$ cat config.mk
export PLATFORM = sky130hd
export DESIGN_NAME = kbd_calc_ctrl
export DESIGN_NICKNAME = d
export VERILOG_FILES = /design/src/rtl/kbd_calc_ctrl.sv
export SDC_FILE = /design/constraint.sdc
export NUM_CORES = 1
export LEC_CHECK = 0
export BUFFER_PORTS_ARGS = -buffer_cell sky130_fd_sc_hd__buf_4
export CORE_MARGIN = 5
export CORE_UTILIZATION = 62
export DETAILED_ROUTE_END_ITERATION = 10
export PLACE_DENSITY = 0.78
export SYNTH_ARGS = -nofsm -noshare
export SYNTH_HDL_FRONTEND = slang
export SYNTH_SLANG_ARGS = --single-unit
$ cat constraint.sdc
create_clock -name clk -period 5.1 [get_ports clk]
set_input_delay 0.765 -clock clk [delete_from_list [all_inputs] [get_ports clk]]
set_output_delay 0.765 -clock clk [all_outputs]
set_load 0.01 [all_outputs]
$ cat src/rtl/kbd_calc_ctrl.sv
// Keyboard calculator sequencer: two 2-digit operands, add/sub(/mul), double-dabble to BCD.
// Optional multiply key enabled by defining KBD_CALC_MUL_EN.
module kbd_calc_ctrl (
  input  logic        clk,
  input  logic        rst,
  input  logic        key_valid,
  input  logic [8:0]  last_change,
  output logic [15:0] disp_bcd,
  output logic        disp_neg,
  output logic [1:0]  op_code,
  output logic        busy,
  output logic        done
);

  typedef enum logic [1:0] {S_A = 2'd0, S_B = 2'd1, S_CONV = 2'd2, S_SHOW = 2'd3} state_t;

  state_t      state_reg, state_next;
  logic [3:0]  a_tens_reg, a_tens_next, a_ones_reg, a_ones_next;
  logic [3:0]  b_tens_reg, b_tens_next, b_ones_reg, b_ones_next;
  logic [1:0]  op_reg, op_next;
  logic [13:0] bin_reg, bin_next;
  logic [15:0] bcd_reg, bcd_next;
  logic [3:0]  cnt_reg, cnt_next;
  logic        sign_reg, sign_next;
  logic [15:0] disp_reg, disp_next;
  logic        neg_reg, neg_next;
  logic        done_reg, done_next;

  logic        is_digit, is_op, is_enter;
  logic [3:0]  key_digit;
  logic [1:0]  key_op;

  // Extended (bit 8) and unknown codes decode to nothing at all.
  always_comb begin
    is_digit  = 1'b0;
    is_op     = 1'b0;
    is_enter  = 1'b0;
    key_digit = 4'd0;
    key_op    = 2'd0;
    if (key_valid && !last_change[8]) begin
      case (last_change[7:0])
        8'h45: begin is_digit = 1'b1; key_digit = 4'd0; end
        8'h16: begin is_digit = 1'b1; key_digit = 4'd1; end
        8'h1E: begin is_digit = 1'b1; key_digit = 4'd2; end
        8'h26: begin is_digit = 1'b1; key_digit = 4'd3; end
        8'h25: begin is_digit = 1'b1; key_digit = 4'd4; end
        8'h2E: begin is_digit = 1'b1; key_digit = 4'd5; end
        8'h36: begin is_digit = 1'b1; key_digit = 4'd6; end
        8'h3D: begin is_digit = 1'b1; key_digit = 4'd7; end
        8'h3E: begin is_digit = 1'b1; key_digit = 4'd8; end
        8'h46: begin is_digit = 1'b1; key_digit = 4'd9; end
        8'h1C: begin is_op = 1'b1; key_op = 2'd0; end
        8'h1B: begin is_op = 1'b1; key_op = 2'd1; end
`ifdef KBD_CALC_MUL_EN
        8'h3A: begin is_op = 1'b1; key_op = 2'd2; end
`endif
        8'h5A: is_enter = 1'b1;
        default: ;
      endcase
    end
  end

  logic [6:0]  a_bin, b_bin;
  logic [13:0] res_mag;
  logic        res_neg;

  assign a_bin = {3'd0, a_tens_reg} * 7'd10 + {3'd0, a_ones_reg};
  assign b_bin = {3'd0, b_tens_reg} * 7'd10 + {3'd0, b_ones_reg};

  always_comb begin
    res_mag = {7'd0, a_bin} + {7'd0, b_bin};
    res_neg = 1'b0;
    case (op_reg)
      2'd1: begin
        if (a_bin >= b_bin) begin
          res_mag = {7'd0, a_bin - b_bin};
        end else begin
          res_mag = {7'd0, b_bin - a_bin};
          res_neg = 1'b1;
        end
      end
`ifdef KBD_CALC_MUL_EN
      2'd2: res_mag = {7'd0, a_bin} * {7'd0, b_bin};
`endif
      default: ;
    endcase
  end

  // One double-dabble step: add 3 to any digit >= 5, then shift the BCD:binary pair left.
  logic [15:0] bcd_adj, bcd_shift;
  logic [13:0] bin_shift;

  generate
    for (genvar gi = 0; gi < 4; gi++) begin : g_adj
      assign bcd_adj[gi*4 +: 4] = (bcd_reg[gi*4 +: 4] >= 4'd5) ?
                                  bcd_reg[gi*4 +: 4] + 4'd3 : bcd_reg[gi*4 +: 4];
    end
  endgenerate

  assign bcd_shift = {bcd_adj[14:0], bin_reg[13]};
  assign bin_shift = {bin_reg[12:0], 1'b0};

  always_comb begin
    state_next  = state_reg;
    a_tens_next = a_tens_reg;
    a_ones_next = a_ones_reg;
    b_tens_next = b_tens_reg;
    b_ones_next = b_ones_reg;
    op_next     = op_reg;
    bin_next    = bin_reg;
    bcd_next    = bcd_reg;
    cnt_next    = cnt_reg;
    sign_next   = sign_reg;
    disp_next   = disp_reg;
    neg_next    = neg_reg;
    done_next   = 1'b0;
    case (state_reg)
      S_A: begin
        disp_next = {8'h00, a_tens_reg, a_ones_reg};
        neg_next  = 1'b0;
        if (is_digit) begin
          a_tens_next = a_ones_reg;
          a_ones_next = key_digit;
        end else if (is_op) begin
          op_next     = key_op;
          b_tens_next = 4'd0;
          b_ones_next = 4'd0;
          state_next  = S_B;
        end
      end
      S_B: begin
        disp_next = {8'h00, b_tens_reg, b_ones_reg};
        neg_next  = 1'b0;
        if (is_digit) begin
          b_tens_next = b_ones_reg;
          b_ones_next = key_digit;
        end else if (is_op) begin
          op_next = key_op;
        end else if (is_enter) begin
          bin_next   = res_mag;
          sign_next  = res_neg;
          bcd_next   = 16'h0000;
          cnt_next   = 4'd0;
          state_next = S_CONV;
        end
      end
      S_CONV: begin
        if (cnt_reg == 4'd14) begin
          disp_next  = bcd_reg;
          neg_next   = sign_reg;
          done_next  = 1'b1;
          state_next = S_SHOW;
        end else begin
          bcd_next = bcd_shift;
          bin_next = bin_shift;
          cnt_next = cnt_reg + 4'd1;
        end
      end
      S_SHOW: begin
        if (is_digit || is_enter) begin
          a_tens_next = 4'd0;
          a_ones_next = is_digit ? key_digit : 4'd0;
          b_tens_next = 4'd0;
          b_ones_next = 4'd0;
          state_next  = S_A;
        end
      end
      default: state_next = S_A;
    endcase
  end

  always_ff @(posedge clk) begin
    if (rst) begin
      state_reg  <= S_A;
      a_tens_reg <= 4'd0;
      a_ones_reg <= 4'd0;
      b_tens_reg <= 4'd0;
      b_ones_reg <= 4'd0;
      op_reg     <= 2'd0;
      bin_reg    <= 14'd0;
      bcd_reg    <= 16'h0000;
      cnt_reg    <= 4'd0;
      sign_reg   <= 1'b0;
      disp_reg   <= 16'h0000;
      neg_reg    <= 1'b0;
      done_reg   <= 1'b0;
    end else begin
      state_reg  <= state_next;
      a_tens_reg <= a_tens_next;
      a_ones_reg <= a_ones_next;
      b_tens_reg <= b_tens_next;
      b_ones_reg <= b_ones_next;
      op_reg     <= op_next;
      bin_reg    <= bin_next;
      bcd_reg    <= bcd_next;
      cnt_reg    <= cnt_next;
      sign_reg   <= sign_next;
      disp_reg   <= disp_next;
      neg_reg    <= neg_next;
      done_reg   <= done_next;
    end
  end

  assign disp_bcd = disp_reg;
  assign disp_neg = neg_reg;
  assign op_code  = op_reg;
  assign busy     = (state_reg == S_CONV);
  assign done     = done_reg;

endmodule

Yosys cells after proc, flatten, opt, wreduce, memory -nomap -nowiden
Cells that the tools add are included.
{ "op_classes": {"n_addsub": 10, "mul": 2, "div": 0, "n_lt_le_gt_ge": 5, "n_eq_ne": 28, "shift": 0, "muxes": 58, "bitwise": 3, "n_reduce_logical": 21} }
{ "op_table": {"columns": ["cell", "n"], "rows": [
  ["16-bit 2-to-1 mux", 5],
  ["4-bit 2-to-1 mux", 16],
  ["14-bit 2-to-1 mux", 4],
  ["8-bit by 6-bit equality test with 1-bit output, second input constant", 6],
  ["16-bit case mux with 3 select lines", 1],
  ["4-bit case mux with 9 select lines", 1],
  ["8-bit by 5-bit equality test with 1-bit output, second input constant", 4],
  ["16-bit case mux with 2 select lines", 1],
  ["14-bit case mux with 2 select lines", 1],
  ["8-bit by 7-bit equality test with 1-bit output, second input constant", 3],
  ["4-bit case mux with 2 select lines", 3],
  ["4-bit case mux with 3 select lines", 2],
  ["2-bit != test, second input constant", 9],
  ["4-bit by 3-bit greater-or-equal comparator with 1-bit output, second input constant", 4],
  ["7-bit by 4-bit adder with 7-bit output", 2],
  ["2-bit 2-to-1 mux", 7],
  ["7-bit subtractor", 2],
  ["4-bit by 2-bit adder with 4-bit output, second input constant", 3],
  ["4-bit by 3-bit multiplier with 6-bit output, second input constant", 2],
  ["1-bit 2-to-1 mux", 12],
  ["5-bit AND reduction", 2],
  ["10-bit OR reduction", 1],
  ["7-bit by 7-bit adder with 8-bit output", 1],
  ["8-bit 2-to-1 mux", 1],
  ["23 further kinds", 34]
]} }
{ "word_totals": {"regBits": 73, "latch_bits": 0, "mem_bits_rw": 0, "romBits": 0, "input_bits": 12, "output_inout_bits": 21, "word_cells": 140, "n_memories": 0} }

Logic depth before layout (Yosys ltp)
{ "logic_depth": {"word_depth": 9, "mapped_depth": 15, "ltp_nobuf": 14} }

Worst setup path before layout
OpenSTA, ideal clock, no wires.
{ "synth_path": {"kind": "reg-to-reg", "startpoint": "register b_tens_reg[1]", "endpoint": "register bin_reg[1]", "setup_ns": 0.131, "t_arrival_ns": 3.468, "required_time_ns": 4.969, "setup_slack_ns": 1.501, "path_stages_with_launch": 15, "path_buffers": 1, "synth_period_minus_slack_ns": 3.599, "cell_sequence": "dfxtp_1 ha_1 ha_1 inv_1 fa_1 nor3b_1 xor2_1 ha_1 nor4_1 nand3_1 and3_1 buf_2 mux2i_1 a2111oi_0 nor3_1"} }
{ "synth_via": {"elab_chain_cells": 9} }
{ "synth_lines": {"columns": ["element", "line_no", "source"], "rows": [
  ["start: declaration", "19", "logic [3:0] b_tens_reg, b_tens_next, b_ones_reg, b_ones_next;"],
  ["start signal: assignment", "191", "b_tens_reg <= b_tens_next;"],
  ["4-bit by 3-bit multiplier with 6-bit output", "68", "assign b_bin = {3'd0, b_tens_reg} * 7'd10 + {3'd0, b_ones_reg};"],
  ["7-bit by 4-bit adder with 7-bit output", "68", null],
  ["7-bit greater-or-equal comparator", "75", "if (a_bin >= b_bin) begin"],
  ["7-bit 2-to-1 mux", "75", null],
  ["8-bit 2-to-1 mux", "73", "case (op_reg)"],
  ["14-bit 2-to-1 mux", "139", "end else if (is_enter) begin"],
  ["14-bit 2-to-1 mux", "137", "end else if (is_op) begin"],
  ["14-bit 2-to-1 mux", "134", "if (is_digit) begin"],
  ["14-bit case mux with 2 select lines", "117", "case (state_reg)"],
  ["end signal: assignment", "194", "bin_reg <= bin_next;"],
  ["end: declaration", "21", "logic [13:0] bin_reg, bin_next;"]
]} }
No other way between the ends. The select of a mux whose other input is x is not followed.
A chain may end at the register's enable or synchronous reset.

Worst setup path after layout
Same ends and word-level chain as after synthesis.

==> report_table.html <==
<table>
<tr><th>Metric</th><th>Value</th></tr>
<tr><th colspan="2">CTS</th></tr>
<tr><td>Post-cts repair resize count</td><td>0</td></tr>
<tr><td>Master cell of the clock root buffer</td><td>sky130_fd_sc_hd__clkbuf_8</td></tr>
<tr><td>Source-to-sink clock delay at the later pin of the worst-skew pair</td><td>0.36 ns</td></tr>
<tr><td>Total of hold buffers inserted after clock tree synthesis</td><td>0</td></tr>
<tr><td>Number of H-tree levels</td><td>3</td></tr>
<tr><td>Inserted Clock Buffers</td><td>9</td></tr>
<tr><td>Setup fix buffers added after clock tree synthesis</td><td>0</td></tr>
<tr><td>Largest buffer count on any clock path</td><td>2</td></tr>
<tr><td>Clock tree from TritonCTS</td><td>built</td></tr>
<tr><td>Clock transition at the register clock pins on the worst setup and hold paths after CTS</td><td>0.08 ns</td></tr>
<tr><td>Clock Sink Count</td><td>72</td></tr>
<tr><th colspan="2">GRT</th></tr>
<tr><td>Number of antenna violations at the first check in global routing</td><td>0</td></tr>
<tr><td>Leftover overflow at the end of global routing</td><td>0</td></tr>
<tr><td>Maximum number of pins on one net before global-route repair</td><td>73</td></tr>
<tr><td>Vias in the first global route</td><td>4,479</td></tr>
<tr><td>GRT Resource Usage Total</td><td>0.260</td></tr>
<tr><td>First-pass GRT wire length</td><td>21,100 um</td></tr>
<tr><th colspan="2">Yosys</th></tr>
<tr><td>Part of the Yosys area used for sequential elements</td><td>0.284</td></tr>
<tr><td>Xor/xnor cell area share of the yosys netlist</td><td>0.0449</td></tr>
<tr><td>Share of the synthesized area in compound gates (AO/OA/AOI/OAI)</td><td>0.207</td></tr>
<tr><td>Post-synthesis async set-or-reset flop share</td><td>0</td></tr>
<tr><td>Leading cell type by number of instances after synthesis</td><td>sky130_fd_sc_hd__dfxtp_1</td></tr>
<tr><td>Synthesized net count</td><td>706</td></tr>
<tr><td>Leading post-synthesis cells by instance count</td><td>sky130_fd_sc_hd__dfxtp_1, sky130_fd_sc_hd__a21oi_1, sky130_fd_sc_hd__nor2_1, sky130_fd_sc_hd__inv_1, sky130_fd_sc_hd__ha_1</td></tr>
<tr><td>Netlist area before placement</td><td>5070 um^2</td></tr>
<tr><td>Biggest area consumer among synthesized cells</td><td>sky130_fd_sc_hd__dfxtp_1</td></tr>
<tr><td>Synthesized-area fraction occupied by and/or/nand/nor cells</td><td>0.213</td></tr>
<tr><td>Dominant combinational cell family by area after synthesis</td><td>simple AND/OR/NAND/NOR gates</td></tr>
<tr><td>Cells after synthesis</td><td>640</td></tr>
<tr><td>Total of warnings raised by yosys</td><td>0</td></tr>
<tr><td>Fraction of post-synthesis cell area in the top cell type by area</td><td>0.284</td></tr>
<tr><td>Distinct cell type count after synthesis</td><td>65</td></tr>
<tr><td>Leading cell types by total area after synthesis</td><td>sky130_fd_sc_hd__dfxtp_1, sky130_fd_sc_hd__ha_1, sky130_fd_sc_hd__a21oi_1</td></tr>
<tr><td>Number of synthesized flops with an enable pin</td><td>0</td></tr>
<tr><td>Prevailing post-synth register cell</td><td>sky130_fd_sc_hd__dfxtp_1</td></tr>
<tr><td>FF+latch count, synth</td><td>72</td></tr>
<tr><td>Avg Inst Size Synth</td><td>7.92 um^2</td></tr>
<tr><td>Mux contribution to synthesized area</td><td>0.0368</td></tr>
<tr><td>Adder-cell share of the synthesized area</td><td>0.144</td></tr>
<tr><th colspan="2">Drt</th></tr>
<tr><td>Pre-antenna DRT Iters</td><td>5</td></tr>
<tr><td>Number of nets with antenna violations after routing</td><td>0</td></tr>
<tr><td>DRC Markers</td><td>0</td></tr>
<tr><td>Total number of vias</td><td>4,567</td></tr>
<tr><td>Average vias per placed instance</td><td>6.03</td></tr>
<tr><td>Average wire per standard cell</td><td>16.5 um</td></tr>
<tr><td>Wire length reported by the detailed router</td><td>12,500 um</td></tr>
<tr><td>Initial DRC count</td><td>272</td></tr>
<tr><th colspan="2">Final layout</th></tr>
<tr><td>Number of diodes added for antenna fixing</td><td>0</td></tr>
<tr><td>FILL cells</td><td>717</td></tr>
<tr><td>Post-layout net count</td><td>714</td></tr>
<tr><td>Fraction of final layout cells with drive strength greater than 1</td><td>0.104</td></tr>
<tr><td>Area added between synthesis and finish</td><td>7.70%</td></tr>
<tr><th colspan="2">Setup path</th></tr>
<tr><td>Startpoint of the most critical register-to-register path</td><td>b_tens_reg[1]</td></tr>
<tr><td>Crit path capture type</td><td>flop</td></tr>
<tr><td>Largest stage delay on the critical path</td><td>0.50 ns</td></tr>
<tr><td>Critical path startpoint</td><td>b_tens_reg[1]</td></tr>
<tr><td>Most used cell along the critical path</td><td>sky130_fd_sc_hd__ha_1</td></tr>
<tr><td>Critical Path AT</td><td>4.22 ns</td></tr>
<tr><td>Worst path required time</td><td>5.30 ns</td></tr>
<tr><td>Crit Path Max Fanout</td><td>7</td></tr>
<tr><td>Start-to-end type of the worst setup path</td><td>reg -&gt; reg</td></tr>
<tr><td>Cell with the largest stage delay on the worst path</td><td>sky130_fd_sc_hd__nor4_1</td></tr>
<tr><td>Critical path cell sequence</td><td>ha_1, ha_1, inv_1, fa_1, nor3b_1, xor2_1, ha_1, nor4_1, nand3_1, and3_1, mux2i_1, a2111oi_0, nor3_1</td></tr>
<tr><td>Number of cells on the worst reg-to-reg path</td><td>13</td></tr>
<tr><td>Element type at the critical path start</td><td>flop</td></tr>
<tr><th colspan="2">Timing</th></tr>
<tr><td>Unrepaired setup endpoints after global routing</td><td>false</td></tr>
<tr><td>Final critical-path share of the clock period</td><td>0.787</td></tr>
<tr><td>Final setup fails</td><td>0</td></tr>
<tr><td>Achievable frequency</td><td>249 MHz</td></tr>
<tr><td>Hold Vio Cnt, Final</td><td>0</td></tr>
<tr><td>Post-layout worst setup margin</td><td>1.09 ns</td></tr>
<tr><td>Period minus WS final</td><td>4.01 ns</td></tr>
<tr><td>Total Negative Setup Slacks</td><td>0 ns</td></tr>
<tr><td>Setup skew after layout</td><td>0.0133 ns</td></tr>
<tr><td>Final count of pins violating max slew</td><td>0</td></tr>
<tr><td>Remaining max-slew budget at the tightest pin</td><td>0.351</td></tr>
<tr><td>Pin slew with the least headroom to its limit</td><td>0.974 ns</td></tr>
<tr><th colspan="2">Die</th></tr>
<tr><td>Number of top-level pins</td><td>33</td></tr>
<tr><td>Site Rows</td><td>33</td></tr>
<tr><td>Core footprint</td><td>8090 um^2</td></tr>
<tr><td>Full die area</td><td>10,100 um^2</td></tr>
<tr><td>Horizontal die dimension</td><td>100 um</td></tr>
<tr><td>Chip Height</td><td>100 um</td></tr>
<tr><td>Initial cell density of the core</td><td>0.627</td></tr>
<tr><th colspan="2">Placed design</th></tr>
<tr><td>Count of port buffers added during placement</td><td>31</td></tr>
<tr><td>Half-perimeter wire length after placement</td><td>9210 um</td></tr>
<tr><td>Final RePlAce weighted congestion</td><td>0.919</td></tr>
<tr><td>Post-Place Setup Slack</td><td>1.16 ns</td></tr>
<tr><th colspan="2">Pwr</th></tr>
<tr><td>Areal power density over the cells</td><td>198 nW/um^2</td></tr>
<tr><td>IR drop worst, VDD</td><td>0.000207 V</td></tr>
<tr><td>P_leak</td><td>2.02 nW</td></tr>
<tr><th colspan="2">Run status</th></tr>
<tr><td>Status</td><td>completed</td></tr>
<tr><th colspan="2">Flow run</th></tr>
<tr><td>Max-cap check violation count</td><td>0</td></tr>
<tr><th colspan="2">Min path</th></tr>
<tr><td>Hold Path Stages</td><td>2</td></tr>
<tr><td>Hold Path Class</td><td>reg -&gt; reg</td></tr>
<tr><td>Start point of the worst hold path</td><td>bin_reg[7]</td></tr>
</table>
[cells by family after synthesis]
| group | count (synthesis) |
|---|---|
| AOI/OAI and AO/OA | 165 |
| xor gates and xnor gates | 26 |
| adders and majority gates | 54 |
| buffers and inverters | 86 |
| DFF | 72 |
| muxes | 18 |
| other | 1 |
| and+or+nand+nor | 218 |
[through the flow]
step | util | power (mW) | std cells | hold slack (ns) | cell area [um^2]
floorplan | - | 0.660 | 640 | 0.432 | 5070
global route | 0.675 | 1.13 | 758 | 0.482 | 5460
finish | 0.675 | 1.08 | 758 | 0.456 | 5460
global placement | 0.654 | 0.686 | 742 | 0.442 | 5290
detailed placement | 0.654 | 0.688 | 742 | 0.447 | 5290
CTS | 0.675 | 1.09 | 758 | 0.460 | 5460
[worst paths after layout]
check / to / slack, ns
setup reg to reg: bin_reg[1] / 1.09
hold / removal: bin_reg[8] / 0.46
setup / recovery: bin_reg[1] / 1.09
hold reg to reg: bin_reg[8] / 0.46
[routing by layer]
layer	track usage	share of wire
met2	0.437	0.48
met3	0.0424	0.050
met4	0.0912	0.025
met5	0	0
met1	0.338	0.44
[area by class of cell]
class | instances | area [um^2] | area share
clock buffers | 10 | 128 | 0.0234
clock inverters | 6 | 42.5 | 0.00779
inverters | 49 | 184 | 0.0337
multi-input cells | 482 | 3280 | 0.600
flip-flops and latches | 72 | 1440 | 0.264
well taps | 105 | 131 | 0.0241
repair buffers | 34 | 255 | 0.0467
[placed cells by master, fill, tap and decap left out, types with 8 or more instances in the layout]
cell type / Yosys / final
sky130_fd_sc_hd__xnor2_1: 17 / 17
sky130_fd_sc_hd__mux2i_1: 15 / 15
sky130_fd_sc_hd__nand3_1: 35 / 35
sky130_fd_sc_hd__nor3_1: 12 / 12
sky130_fd_sc_hd__nand2b_1: 12 / 12
sky130_fd_sc_hd__a21oi_1: 68 / 68
sky130_fd_sc_hd__nor2b_1: 8 / 8
sky130_fd_sc_hd__clkbuf_8: 0 / 9
sky130_fd_sc_hd__nand2_1: 45 / 45
sky130_fd_sc_hd__nor2_1: 64 / 64
sky130_fd_sc_hd__ha_1: 47 / 47
sky130_fd_sc_hd__xor2_1: 9 / 9
sky130_fd_sc_hd__dfxtp_1: 72 / 72
sky130_fd_sc_hd__buf_4: 2 / 34
sky130_fd_sc_hd__o21ai_0: 21 / 21
sky130_fd_sc_hd__a22oi_1: 13 / 13
sky130_fd_sc_hd__inv_1: 49 / 49
[report_power, final]
group | total (mW) | internal (mW) | leakage, nW | switching (mW)
sequential | 0.571 | 0.567 | 0.580 | 0.00422
combinational | 0.105 | 0.0391 | 1.35 | 0.0660
clock | 0.407 | 0.178 | 0.0831 | 0.228
[worst max-delay path: cells and delay by family, from the launching register on]
family | cells | cell delay [ns]
simple gates | 5 | 1.34
fa+ha+maj | 4 | 1.24
compound gates | 1 | 0.45
flops | 1 | 0.40
xor+xnor | 1 | 0.21
mux | 1 | 0.16
buf+inv | 1 | 0.06
No activity file was read; power rests on OpenSTA's default activity.
